$ cat config.mk
export PLATFORM = sky130hd
export DESIGN_NAME = serdes_tx_seq
export DESIGN_NICKNAME = d
export VERILOG_FILES = /design/src/rtl/serdes_tx_seq.sv
export SDC_FILE = /design/constraint.sdc
export NUM_CORES = 1
export LEC_CHECK = 0
export ABC_AREA = 1
export CAP_MARGIN = 5
export CORE_ASPECT_RATIO = 0.75
export CORE_MARGIN = 1
export CORE_UTILIZATION = 28
export DETAILED_ROUTE_END_ITERATION = 12
export PLACE_DENSITY = 0.65
export SYNTH_ARGS = -nofsm -noshare
export SYNTH_HDL_FRONTEND = slang
export SYNTH_SLANG_ARGS = --single-unit
$ cat constraint.sdc
create_clock -name clk -period 1.7 [get_ports clk]
set_clock_uncertainty 0.2 [all_clocks]
set_input_delay 0.34 -clock clk [delete_from_list [all_inputs] [get_ports clk]]
set_output_delay 0.34 -clock clk [all_outputs]
set_load 0.01 [all_outputs]
$ cat src/rtl/serdes_tx_seq.sv
// Sequencer and symbol scheduler for a group of 10:1 OSERDES transmit lanes.
// Holds serializers in reset until lock, trains the link, then streams upstream words.
module serdes_tx_seq #(
    parameter int          LANES        = 3,
    parameter int          RST_CYCLES   = 16,
    parameter int          TRAIN_CYCLES = 64,
    parameter logic [9:0]  IDLE_SYM     = 10'h354,
    parameter logic [9:0]  TRAIN_SYM    = 10'h2AB
) (
    input  logic                  clk,
    input  logic                  reset,
    input  logic                  i_locked,
    input  logic                  i_enable,
    input  logic [10*LANES-1:0]   i_data,
    input  logic                  i_valid,
    output logic                  o_ready,
    output logic                  o_serdes_reset,
    output logic [10*LANES-1:0]   o_data,
    output logic [1:0]            o_state,
    output logic                  o_underflow
);

    localparam int CNT_MAX = (RST_CYCLES > TRAIN_CYCLES) ? RST_CYCLES : TRAIN_CYCLES;
    localparam int CW      = (CNT_MAX > 1) ? $clog2(CNT_MAX) : 1;

    localparam logic [CW-1:0]       RST_LAST   = CW'(RST_CYCLES - 1);
    localparam logic [CW-1:0]       TRAIN_LAST = CW'(TRAIN_CYCLES - 1);
    localparam logic [CW-1:0]       CNT_SAT    = {CW{1'b1}};
    localparam logic [10*LANES-1:0] IDLE_WORD  = {LANES{IDLE_SYM}};
    localparam logic [10*LANES-1:0] TRAIN_WORD = {LANES{TRAIN_SYM}};

    typedef enum logic [1:0] {
        ST_RESET = 2'd0,
        ST_WAIT  = 2'd1,
        ST_TRAIN = 2'd2,
        ST_RUN   = 2'd3
    } state_t;

    state_t        state_r;
    logic [CW-1:0] cnt_r;

    // Saturating increment: the counter holds at all-ones rather than wrapping.
    function automatic logic [CW-1:0] cnt_inc(input logic [CW-1:0] c);
        if (c == CNT_SAT) begin
            return c;
        end else begin
            return c + CW'(1);
        end
    endfunction

    assign o_state = state_r;
    assign o_ready = (state_r == ST_RUN);

    // Sequencer FSM; loss of lock overrides every state, enable and terminal count.
    always_ff @(posedge clk) begin
        if (reset || !i_locked) begin
            state_r        <= ST_RESET;
            cnt_r          <= '0;
            o_serdes_reset <= 1'b1;
            o_data         <= IDLE_WORD;
            o_underflow    <= 1'b0;
        end else begin
            o_underflow <= 1'b0;
            case (state_r)
                ST_RESET: begin
                    o_data <= IDLE_WORD;
                    if (cnt_r == RST_LAST) begin
                        state_r        <= ST_WAIT;
                        o_serdes_reset <= 1'b0;
                        cnt_r          <= '0;
                    end else begin
                        o_serdes_reset <= 1'b1;
                        cnt_r          <= cnt_inc(cnt_r);
                    end
                end
                ST_WAIT: begin
                    o_serdes_reset <= 1'b0;
                    cnt_r          <= '0;
                    if (i_enable) begin
                        state_r <= ST_TRAIN;
                        o_data  <= TRAIN_WORD;
                    end else begin
                        o_data  <= IDLE_WORD;
                    end
                end
                ST_TRAIN: begin
                    o_serdes_reset <= 1'b0;
                    if (!i_enable) begin
                        state_r <= ST_WAIT;
                        cnt_r   <= '0;
                        o_data  <= IDLE_WORD;
                    end else if (cnt_r == TRAIN_LAST) begin
                        // Idle on the first RUN cycle keeps training exactly TRAIN_CYCLES long.
                        state_r <= ST_RUN;
                        cnt_r   <= '0;
                        o_data  <= IDLE_WORD;
                    end else begin
                        cnt_r   <= cnt_inc(cnt_r);
                        o_data  <= TRAIN_WORD;
                    end
                end
                ST_RUN: begin
                    o_serdes_reset <= 1'b0;
                    // o_ready is high here, so the offered word is taken even on the exit cycle.
                    if (i_valid) begin
                        o_data      <= i_data;
                    end else begin
                        o_data      <= IDLE_WORD;
                        o_underflow <= 1'b1;
                    end
                    if (!i_enable) begin
                        state_r <= ST_WAIT;
                    end else begin
                        state_r <= ST_RUN;
                    end
                end
                default: begin
                    state_r        <= ST_RESET;
                    cnt_r          <= '0;
                    o_serdes_reset <= 1'b1;
                    o_data         <= IDLE_WORD;
                end
            endcase
        end
    end

endmodule

==> metrics <==
outcome completed; Netlist cell types 24; clk root buf clkbuf_8; Final nets 339; final RePlAce weighted congestion 0.7772; vias in the first global route 1501; worst slew pin tran 313.7 ps; DR DRC count 0; # port buffers 69; Synth Register Bits 40; # fillers 496; diode count 0; Final min period 1675 ps; largest net degree at the start of global routing 18; Syn. warnings 0; CTS hold repair buffers 0; Die Footprint 0.006176 mm2; sw power 379.7 uW; Worst-path clk slew 80 ps; P&R area growth vs syn 74.70%; Site Rows 23; DP Area 0.002587 mm2; Worst Setup Start Kind flip-flop; synthesized net count 247; Flop pwr share 0.510; Critical Path Fanout Max 1; synthesized area per cell 7.969 um2; Antenna Nets Post-Route 0; CP Buf/Inv Count 1; Chip Width 90.42 um; DR vias 1675; Initial DRT Pass Iterations 4; IO Pins 70; Max VDD drop 0.3866 mV; Initial Util 0.2987; TritonCTS clock tree built; Final Instance Area 0.002868 mm2; critical path's largest stage delay 540 ps; Clk pwr share 0.429; internal power 1.457 mW; maximum clock insertion buffer count 2; RSZ-0062 raised after global routing true; Final Setup Violations 0; footprint of the multi-input gates 774.5 um2; Reg area 810.8 um2; Clock Sink Count 40; Req. time, crit path 1160 ps; worst skew pair latency 290 ps; slowest CP cell clkdlybuf4s50_1; achievable clock frequency 597.0 MHz; post-DR vias/cell 4.479; Sw Share 0.2068; Post-Synthesis Cells 206; DIE HEIGHT 68.31 um; CP arrival 1130 ps; power share of the combinational group 0.061; crit path cell chain clkdlybuf4s50_1; Core Area 0.005497 mm2; H-Tree Depth 2; Crit path max-delay family buffers and inverters; period utilisation layout 0.9853; routed wire length 4605 um; final number of max-transition violations 0; Fin. Hold Viols 0; cell leakage power 1.272 nW; element type at the critical path end primary output; GRT overflow 0; layout cell share with drive strength beyond 1 0.1906; Worst Hold Class input pin to flip-flop; TritonCTS Buffers 5; first-pass GRT wire length 7044 um; initial antenna violation count 0; Seq/Total Area, Yosys 0.4878; GRT Total Usage 0.1471; CP Class flip-flop to primary output; Final HPWL DP 3267 um; Initial DRC Count 42; Power Dens Cells 640.4 mW/mm2; Slew HR 0.7906; Maximum Capacitance Violations 0; total negative slack 0 ps; WL/cell 12.31 um; cell area after synthesis 0.001642 mm2
## cells by family after synthesis
| group | Yosys count | synth area share |
|---|---|---|
| simple gates | 84 | 0.2218 |
| compound gates | 46 | 0.1654 |
| flops | 40 | 0.4878 |
| buf+inv | 30 | 0.07927 |
| fa+ha+maj | 6 | 0.04573 |
## metal layers
metal	track usage	part of all wire	vias up
met1	0.2007	0.48	748
met5	0	0	-
li1	-	-	865
met2	0.2195	0.45	58
met4	0.06048	0.013	0
met3	0.04111	0.061	4
## worst min-delay path, cell delays in order
cell	delay, ps
dlymetal6s2s_1	120
inv_2	60
nor2_4	40
inv_2	50
buf_4	110
a21oi_1	40
## layout make-up
class	count	share of cell area
multi-input combinational	136	0.2701
clock buffer	5	0.02400
timing repair buffer	94	0.3464
inverter	21	0.02749
tap	75	0.03272
clock inverter	3	0.01658
sequential	40	0.2827
## placed cells by master, fill, tap and decap left out
master / n
nor2_1: 7
nor3_1: 1
dlygate4sd2_1: 6
ha_4: 1
clkdlybuf4s50_1: 38
a21oi_2: 1
o21ai_0: 22
inv_2: 4
a22oi_1: 1
dfxtp_2: 2
dfxtp_1: 36
nand4_1: 2
ha_1: 3
nand2_2: 3
nor2_4: 2
a21oi_4: 1
clkbuf_8: 5
or2_4: 2
nand3b_1: 1
a21oi_1: 4
dfxtp_4: 2
nand2_1: 46
ha_2: 2
o21bai_1: 1
buf_12: 3
inv_1: 17
nand2_4: 1
buf_4: 20
nand3_1: 17
clkinv_4: 2
a31oi_1: 15
o21bai_4: 1
clkdlybuf4s15_1: 1
dlymetal6s2s_1: 24
bufinv_16: 1
clkbuf_16: 1
buf_8: 1
nand3_2: 2
## state kept, by name (all words and copies together), names as in the netlist
signal          cells
o_data             30
o_underflow         1
o_state             2
o_serdes_reset      1
cnt_r               6
## power by group through the flow
stage          logic [mW]  registers [mW]  clock network, mW
2_1_floorplan      0.0150           0.959                  0
3_3_place_gp        0.110           0.958                  0
3_5_place_dp        0.110           0.958                  0
4_1_cts             0.111           0.936              0.815
5_1_grt             0.120           0.937              0.862
6_report            0.112           0.937              0.788
## through the flow
step	power (mW)	worst slack [ps]	hold WS, ps	util	instances
4_1_cts	1.862	1.594	325.2	0.4965	373
6_report	1.836	25.04	315.3	0.5217	374
3_3_place_gp	1.069	-283.5	324.2	0.4707	364
2_1_floorplan	0.9736	24.30	217.4	-	206
5_1_grt	1.919	-40.61	339.8	0.5217	374
3_5_place_dp	1.068	-324.4	324.8	0.4707	364
## worst paths after layout
path	from	endpoint	slack, ps	cells past startpoint
max	o_data[7]	o_data[7]	30	1
max reg2reg	o_state[0]	o_data[14]	70	6
min reg2reg	o_state[1]	o_data[29]	330	2
min	i_locked	o_state[0]	320	6
## cells in the mapped netlist, drive strengths merged
library cell / count / area (um2)
or2: 2 / 12.52
a22oi: 1 / 7.510
nor3: 1 / 5.000
a21oi: 6 / 41.29
a31oi: 15 / 93.84
ha: 6 / 75.07
nand3: 19 / 95.09
o21ai: 22 / 110.1
nand3b: 1 / 7.510
nand2: 50 / 190.2
o21bai: 2 / 18.77
buf: 4 / 32.53
clkbuf: 5 / 18.77
nor2: 9 / 41.29
dfxtp: 40 / 800.8
inv: 21 / 78.82
nand4: 2 / 12.51
## repair_timing
action | 4_1_cts | 5_1_grt
resized for setup | 10 | 42
buffers inserted | 1 | 0
pin swaps | 1 | 6
endpoints found under the hold margin | 0 | 0
gates cloned | 0 | 1
endpoints found under the setup margin | 12 | 60
Note: power is estimated with default switching activity, not from simulation.
==> RTL edit 1, RTL diff (config.mk and constraints unchanged) <==
Set the parameter `RST_CYCLES` to 32 (it was 16).
--- a/src/rtl/serdes_tx_seq.sv
+++ b/src/rtl/serdes_tx_seq.sv
@@ -2,7 +2,7 @@
 // Holds serializers in reset until lock, trains the link, then streams upstream words.
 module serdes_tx_seq #(
     parameter int          LANES        = 3,
-    parameter int          RST_CYCLES   = 16,
+    parameter int          RST_CYCLES   = 32,
     parameter int          TRAIN_CYCLES = 64,
     parameter logic [9:0]  IDLE_SYM     = 10'h354,
     parameter logic [9:0]  TRAIN_SYM    = 10'h2AB
Behaviour: no difference found for any inputs over 10 cycles, from zero or initial values; that may be too few to reach the edited logic, so the function may still have changed.
==> RTL edit 1 against the original RTL <==
  * Routed wire length down 4.7%
  * Sequential cell count unchanged
  * Via count down 0.66%
  * Final area down 1.9%
  * Global-route usage about the same
  * Combinational power up 8%
  * Utilization down 3.6 points
  * Sequential share of layout area up 0.32 points
  * Total power up 2.0%
  * Cell count down 0.80%
  * Hold slack better by 0.035 ns
  * Synthesized area up 2.2%
  * Worst setup slack better by 0.0084 ns
  * Largest power group unchanged
==> RTL edit 1: results (changes against the original RTL) <==
| Metric | Value |
|---|---|
| Slowest CP cell | clkdlybuf4s50_1 |
| Largest net degree at the start of global routing | 32 (+14) |
| CP delay by family, top | buffers and inverters |
| Switching Fraction | 19.81% (-0.87 points) |
| Drt pass-1 iters | 4 (unchanged) |
| H-tree levels | 2 (unchanged) |
| Reg with most FFs | o_data |
| First-pass GRT wire length | 7.210 mm (+2.4%) |
| Reg2reg end | cnt_r[4] |
| Max reg flops | 30 (unchanged) |
| Syn Inst Count | 211 (+2.4%) |
| Crit path max fanout | 1 (unchanged) |
| Largest cells by area after synthesis | dfxtp_1, nand3_1, nand2_1, o21ai_0, a31oi_1 |
| Nets | 333 (-1.8%) |
| CTS root buf | clkbuf_8 |
| Worst Hold Class | reg2reg |
| Vias in the first global route | 1504 (+0.20%) |
| Antenna viol nets, final | 0 (unchanged) |
| Pleak | 1.326 nW (+4.3%) |
| Gr usage total | 14.68% (-0.026 points) |
| Crit-path max cell delay | 0.52 ns (-0.02 ns) |
| Num CTS Buffers | 5 (unchanged) |
| Flop pwr share | 50.2% (-0.8 points) |
| ANT cells | 0 (unchanged) |
| Hold Path Origin | cnt_r[5] |
| Initial antenna violation count | 0 (unchanged) |
| Critical R2R Launch | o_state[1] |
| Post-synth top cells | dfxtp_1, nand2_1, nand3_1, inv_1, o21ai_0 |
| DRT Wirelength | 4.387 mm (-4.7%) |
| Net switching power | 0.0003711 W (-2.3%) |
| Iter 0 DRT Violations | 90 (+110%) |
| Clk slew on worst S/H paths | 0.08 ns (about the same) |
| Post-Layout Cell Count | 371 (-0.80%) |
| Worst IR drop on VDD | 0.4804 mV (+24%) |
| Netlist cell types | 23 (-4.2%) |
| Layout cell share with drive strength beyond 1 | 14.33% (-4.7 points) |
| Comb group | 0.000121 W (+8%) |
| Clock buffer depth | 2 (unchanged) |
| Fill cell count | 559 (+13%) |
| Worst endpoint data arrival time | 1.13 ns (about the same) |
| Gpl congestion | 0.8634 (+11%) |
| Synth warn | 0 (unchanged) |
| HPWL Detailed | 3.143 mm (-3.8%) |
| Placement Setup Slack | -0.3543 ns (-0.02991 ns) |
| Worst-skew pair later-pin latency | 0.29 ns (about the same) |
| Worst hold slack | 0.3503 ns (+0.03498 ns) |
| Port buffer count | 69 (unchanged) |
| Hold Crit Depth | 3 (-3) |
| Syn Nets | 252 (+2.0%) |
| Placed Area | 2564 um2 (-0.92%) |
| Sequential share of the synthesized area | 47.73% (-1.1 points) |
| Async SR Flop Fraction | 0% (unchanged) |
| Min-Delay Endpoint | cnt_r[5] |
| Outcome | finished, final reports clean |
| Reg-to-reg setup timing slack | 0.09 ns (+0.02 ns) |
| Placed insts | 362 (-0.55%) |
| Reg2Reg Depth | 8 (+2) |
| Vias/cell | 4.485 (+0.15%) |
| Slew HR | 80.62% (+1.6 points) |
[RTL edit 1: layout make-up]
class	count	area, um2	area share (%)
timing repair buffer	86	928.4	32.99
clock buffer	6	82.58	2.935
clock inverter	2	38.79	1.378
inverter	24	90.09	3.201
multi-input combinational	135	772.0	27.43
sequential	40	804.5	28.59
tap	78	97.59	3.468
[RTL edit 1: worst reg2reg max path, delay by kind of cell (launching register included)]
family | cells | cell delay, ns
compound gates | 1 | 0.16
simple gates | 4 | 0.38
flops | 1 | 0.35
fa+ha+maj | 1 | 0.30
buf+inv | 2 | 0.16
[RTL edit 1: cell families (layout without fill, tap and decap cells)]
group / count (synthesis) / count (layout) / synth area share [%]
fa+ha+maj: 6 / 6 / 4.474
flops: 40 / 40 / 47.73
compound gates: 43 / 43 / 15.29
buf+inv: 36 / 118 / 9.097
simple gates: 86 / 86 / 23.42
[RTL edit 1: per-layer routing]
| metal | GRT usage (%) | wire [um] | vias up |
|---|---|---|---|
| met2 | 20.05 | 1673 | 76 |
| li1 | - | - | 868 |
| met4 | 7.407 | 114 | 0 |
| met5 | 0 | 0 | - |
| met3 | 4.084 | 320 | 9 |
| met1 | 20.86 | 2279 | 711 |
[RTL edit 1: timing repair]
action                                  4_1_cts  5_1_grt
setup buffers                                 1        0
gates resized for setup                       7       40
pin swaps                                     0        1
endpoints found under the setup margin       21       47
[RTL edit 1: worst max path at each step]
stage	startpoint	to	slack, ns
final	o_data[3]	o_data[3]	0.03
after global routing	o_state[1]	o_state[0]	-0.02
after CTS	o_data[11]	o_data[11]	0.000003
after detailed placement	i_locked	o_data[22]	-0.35
after global placement	i_locked	o_data[14]	-0.29
after floorplan	o_state[1]	o_data[16]	0.03
==> RTL edit 2, RTL diff (same flow settings) <==
Made on the original files. Put one more register stage on the output `o_underflow`. The value now appears one clock later. The other outputs are not delayed to match.
--- a/src/rtl/serdes_tx_seq.sv
+++ b/src/rtl/serdes_tx_seq.sv
@@ -36,6 +36,8 @@
         ST_RUN   = 2'd3
     } state_t;
 
+    logic o_underflow_s0;
+
     state_t        state_r;
     logic [CW-1:0] cnt_r;
 
@@ -58,9 +60,9 @@
             cnt_r          <= '0;
             o_serdes_reset <= 1'b1;
             o_data         <= IDLE_WORD;
-            o_underflow    <= 1'b0;
+            o_underflow_s0 <= 1'b0;
         end else begin
-            o_underflow <= 1'b0;
+            o_underflow_s0 <= 1'b0;
             case (state_r)
                 ST_RESET: begin
                     o_data <= IDLE_WORD;
@@ -106,7 +108,7 @@
                         o_data      <= i_data;
                     end else begin
                         o_data      <= IDLE_WORD;
-                        o_underflow <= 1'b1;
+                        o_underflow_s0 <= 1'b1;
                     end
                     if (!i_enable) begin
                         state_r <= ST_WAIT;
@@ -124,5 +126,9 @@
         end
     end
 
+    always_ff @(posedge clk) begin
+        o_underflow <= o_underflow_s0;
+    end
+
 endmodule
 
Check against the original RTL: no difference found for any inputs over 10 cycles, from zero or initial values; that may be too few to reach the edited logic, so the function may still have changed.
==> RTL edit 2 against the original RTL <==
  * Hold slack lost 0.18 ns
  * Final area grew 1.2%
  * Synthesized area grew 1.2%
  * Combinational power is essentially flat
  * Total power grew 6.9%
  * Routed wire length shrank 3.4%
  * Cell count grew 0.53%
  * First-iteration DRC count grew 40%
  * Sequential cell count grew 1
  * Non-clock buffer count is the same
  * Clock power grew 13%
  * Via count grew 0.90%
  * Worst setup slack gained 0.032 ns
  * Critical path type unchanged
  * Largest power group unchanged
==> RTL edit 2: results (changes against the original RTL) <==
| Metric | Value |
|---|---|
| Outcome | finished, final reports clean |
| DRT Wirelength | 4.448 mm (-3.4%) |
| Top FF cell, synth | dfxtp_1 |
| Vias in the first global route | 1499 (-0.13%) |
| Worst IR drop on VDD | 0.3102 mV (-20%) |
| Vias/cell | 4.495 (+0.36%) |
| HPWL Detailed | 3.156 mm (-3.4%) |
| Gpl congestion | 0.7610 (-2.1%) |
| Post-synth top cells | nand2_1, dfxtp_1, o21ai_0, inv_1, nand3_1 |
| Synth warn | 0 (unchanged) |
| Fill cell count | 509 (+2.6%) |
| Hold Path Origin | reset |
| Hold Crit Depth | 3 (-3) |
| Reg with most FFs | o_data |
| Syn Nets | 248 (+0.40%) |
| Max reg flops | 30 (unchanged) |
| Drt pass-1 iters | 4 (unchanged) |
| Port buffer count | 69 (unchanged) |
| Reg-to-reg setup timing slack | 0.07 ns (about the same) |
| Syn Inst Count | 207 (+0.49%) |
| Reg2reg end | cnt_r[2] |
| Gr usage total | 14.35% (-0.36 points) |
| Placed insts | 365 (+0.27%) |
| Clock buffer depth | 2 (unchanged) |
| Crit-path max cell delay | 0.38 ns (-0.16 ns) |
| Nets | 341 (+0.59%) |
| Iter 0 DRT Violations | 59 (+40%) |
| Initial antenna violation count | 0 (unchanged) |
| Largest cells by area after synthesis | dfxtp_1, nand2_1, o21ai_0, nand3_1, a31oi_1 |
| Sequential share of the synthesized area | 49.40% (+0.62 points) |
| Via Count | 1690 (+0.90%) |
| First-pass GRT wire length | 6.934 mm (-1.6%) |
| Reg2Reg Depth | 8 (+2) |
| Placed Area | 2608 um2 (+0.77%) |
| Min-Delay Endpoint | o_serdes_reset |
| Worst hold slack | 0.1324 ns (-0.1829 ns) |
| Slowest CP cell | dfxtp_4 |
| Layout cell share with drive strength beyond 1 | 20.93% (+1.9 points) |
| Pleak | 1.362 nW (+7.1%) |
| Worst endpoint data arrival time | 1.10 ns (-0.03 ns) |
| Slew HR | 79.42% (+0.36 points) |
| Crit path max fanout | 5 (+4) |
[RTL edit 2: changes by cell type after synthesis]
cell and change:
dfxtp_1 +1
[RTL edit 2: cells by family (layout without fill, tap and decap cells)]
| family | count (synthesis) | count (layout) | synth area share [%] |
|---|---|---|---|
| AOI/OAI and AO/OA | 46 | 47 | 16.34 |
| adders and majority gates | 6 | 6 | 4.518 |
| buffers and inverters | 30 | 123 | 7.831 |
| DFF | 41 | 41 | 49.40 |
| and+or+nand+nor | 84 | 84 | 21.91 |
[RTL edit 2: area by class of cell]
cell class                 instances  share of cell area, %
clock buffer                       6                  3.233
multi-input combinational        137                  27.76
inverter                          21                  2.802
sequential                        41                  28.62
tap                               75                  3.233
timing repair buffer              94                  33.02
clock inverter                     2                  1.336
[RTL edit 2: worst reg2reg max path, delay by kind of cell, from the launching register on]
family,cells,cell delay (ns)
flip-flops,1,0.39
AND/OR/NAND/NOR,3,0.24
AO/OA/AOI/OAI,2,0.26
adder cells (fa/ha/maj),1,0.23
buffers and inverters,2,0.21
[RTL edit 2: metrics by stage]
step	setup WS, ns	util [%]
3_3_place_gp	-0.3311	47.19
3_5_place_dp	-0.3902	47.19
5_1_grt	-0.02382	52.54
2_1_floorplan	0.02430	-
6_report	0.05725	52.54
4_1_cts	0.001865	50.00
[RTL edit 2: worst max-delay path by stage]
stage | start | endpoint | slack (ns) | cells after the start
6_report | o_state[1] | o_state[1] | 0.06 | 2
5_1_grt | o_state[0] | cnt_r[3] | -0.02 | 9
4_1_cts | o_data[10] | o_data[10] | 0.002 | 1
3_5_place_dp | i_locked | o_data[18] | -0.39 | 7
3_3_place_gp | i_locked | o_data[22] | -0.33 | 7
2_1_floorplan | o_state[1] | cnt_r[2] | 0.02 | 9
[RTL edit 2: per-layer routing]
layer  vias up  share of wire [%]  track usage, %
li1        878                  -               -
met1       770                 47           19.01
met2        40                 47           23.01
met3         2                4.6           3.509
met4         0               0.90           5.357
met5         -                  0               0
[RTL edit 2: timing repair]
| action | CTS | global route |
|---|---|---|
| resized for setup | 18 | 46 |
| setup endpoints to repair | 27 | 57 |
| pin swaps | 1 | 9 |
| hold buffers | 0 | 0 |
| setup buffers | 0 | 2 |
| gates cloned | 1 | 0 |
[RTL edit 2: power by group]
| group | total, W | switching, W | internal (W) |
|---|---|---|---|
| Sequential | 0.000961 | 0.00000222 | 0.000959 |
| Combinational | 0.000112 | 0.0000319 | 0.0000797 |
| Clock | 0.000890 | 0.000358 | 0.000532 |
| Total | 0.00196 | 0.000392 | 0.00157 |
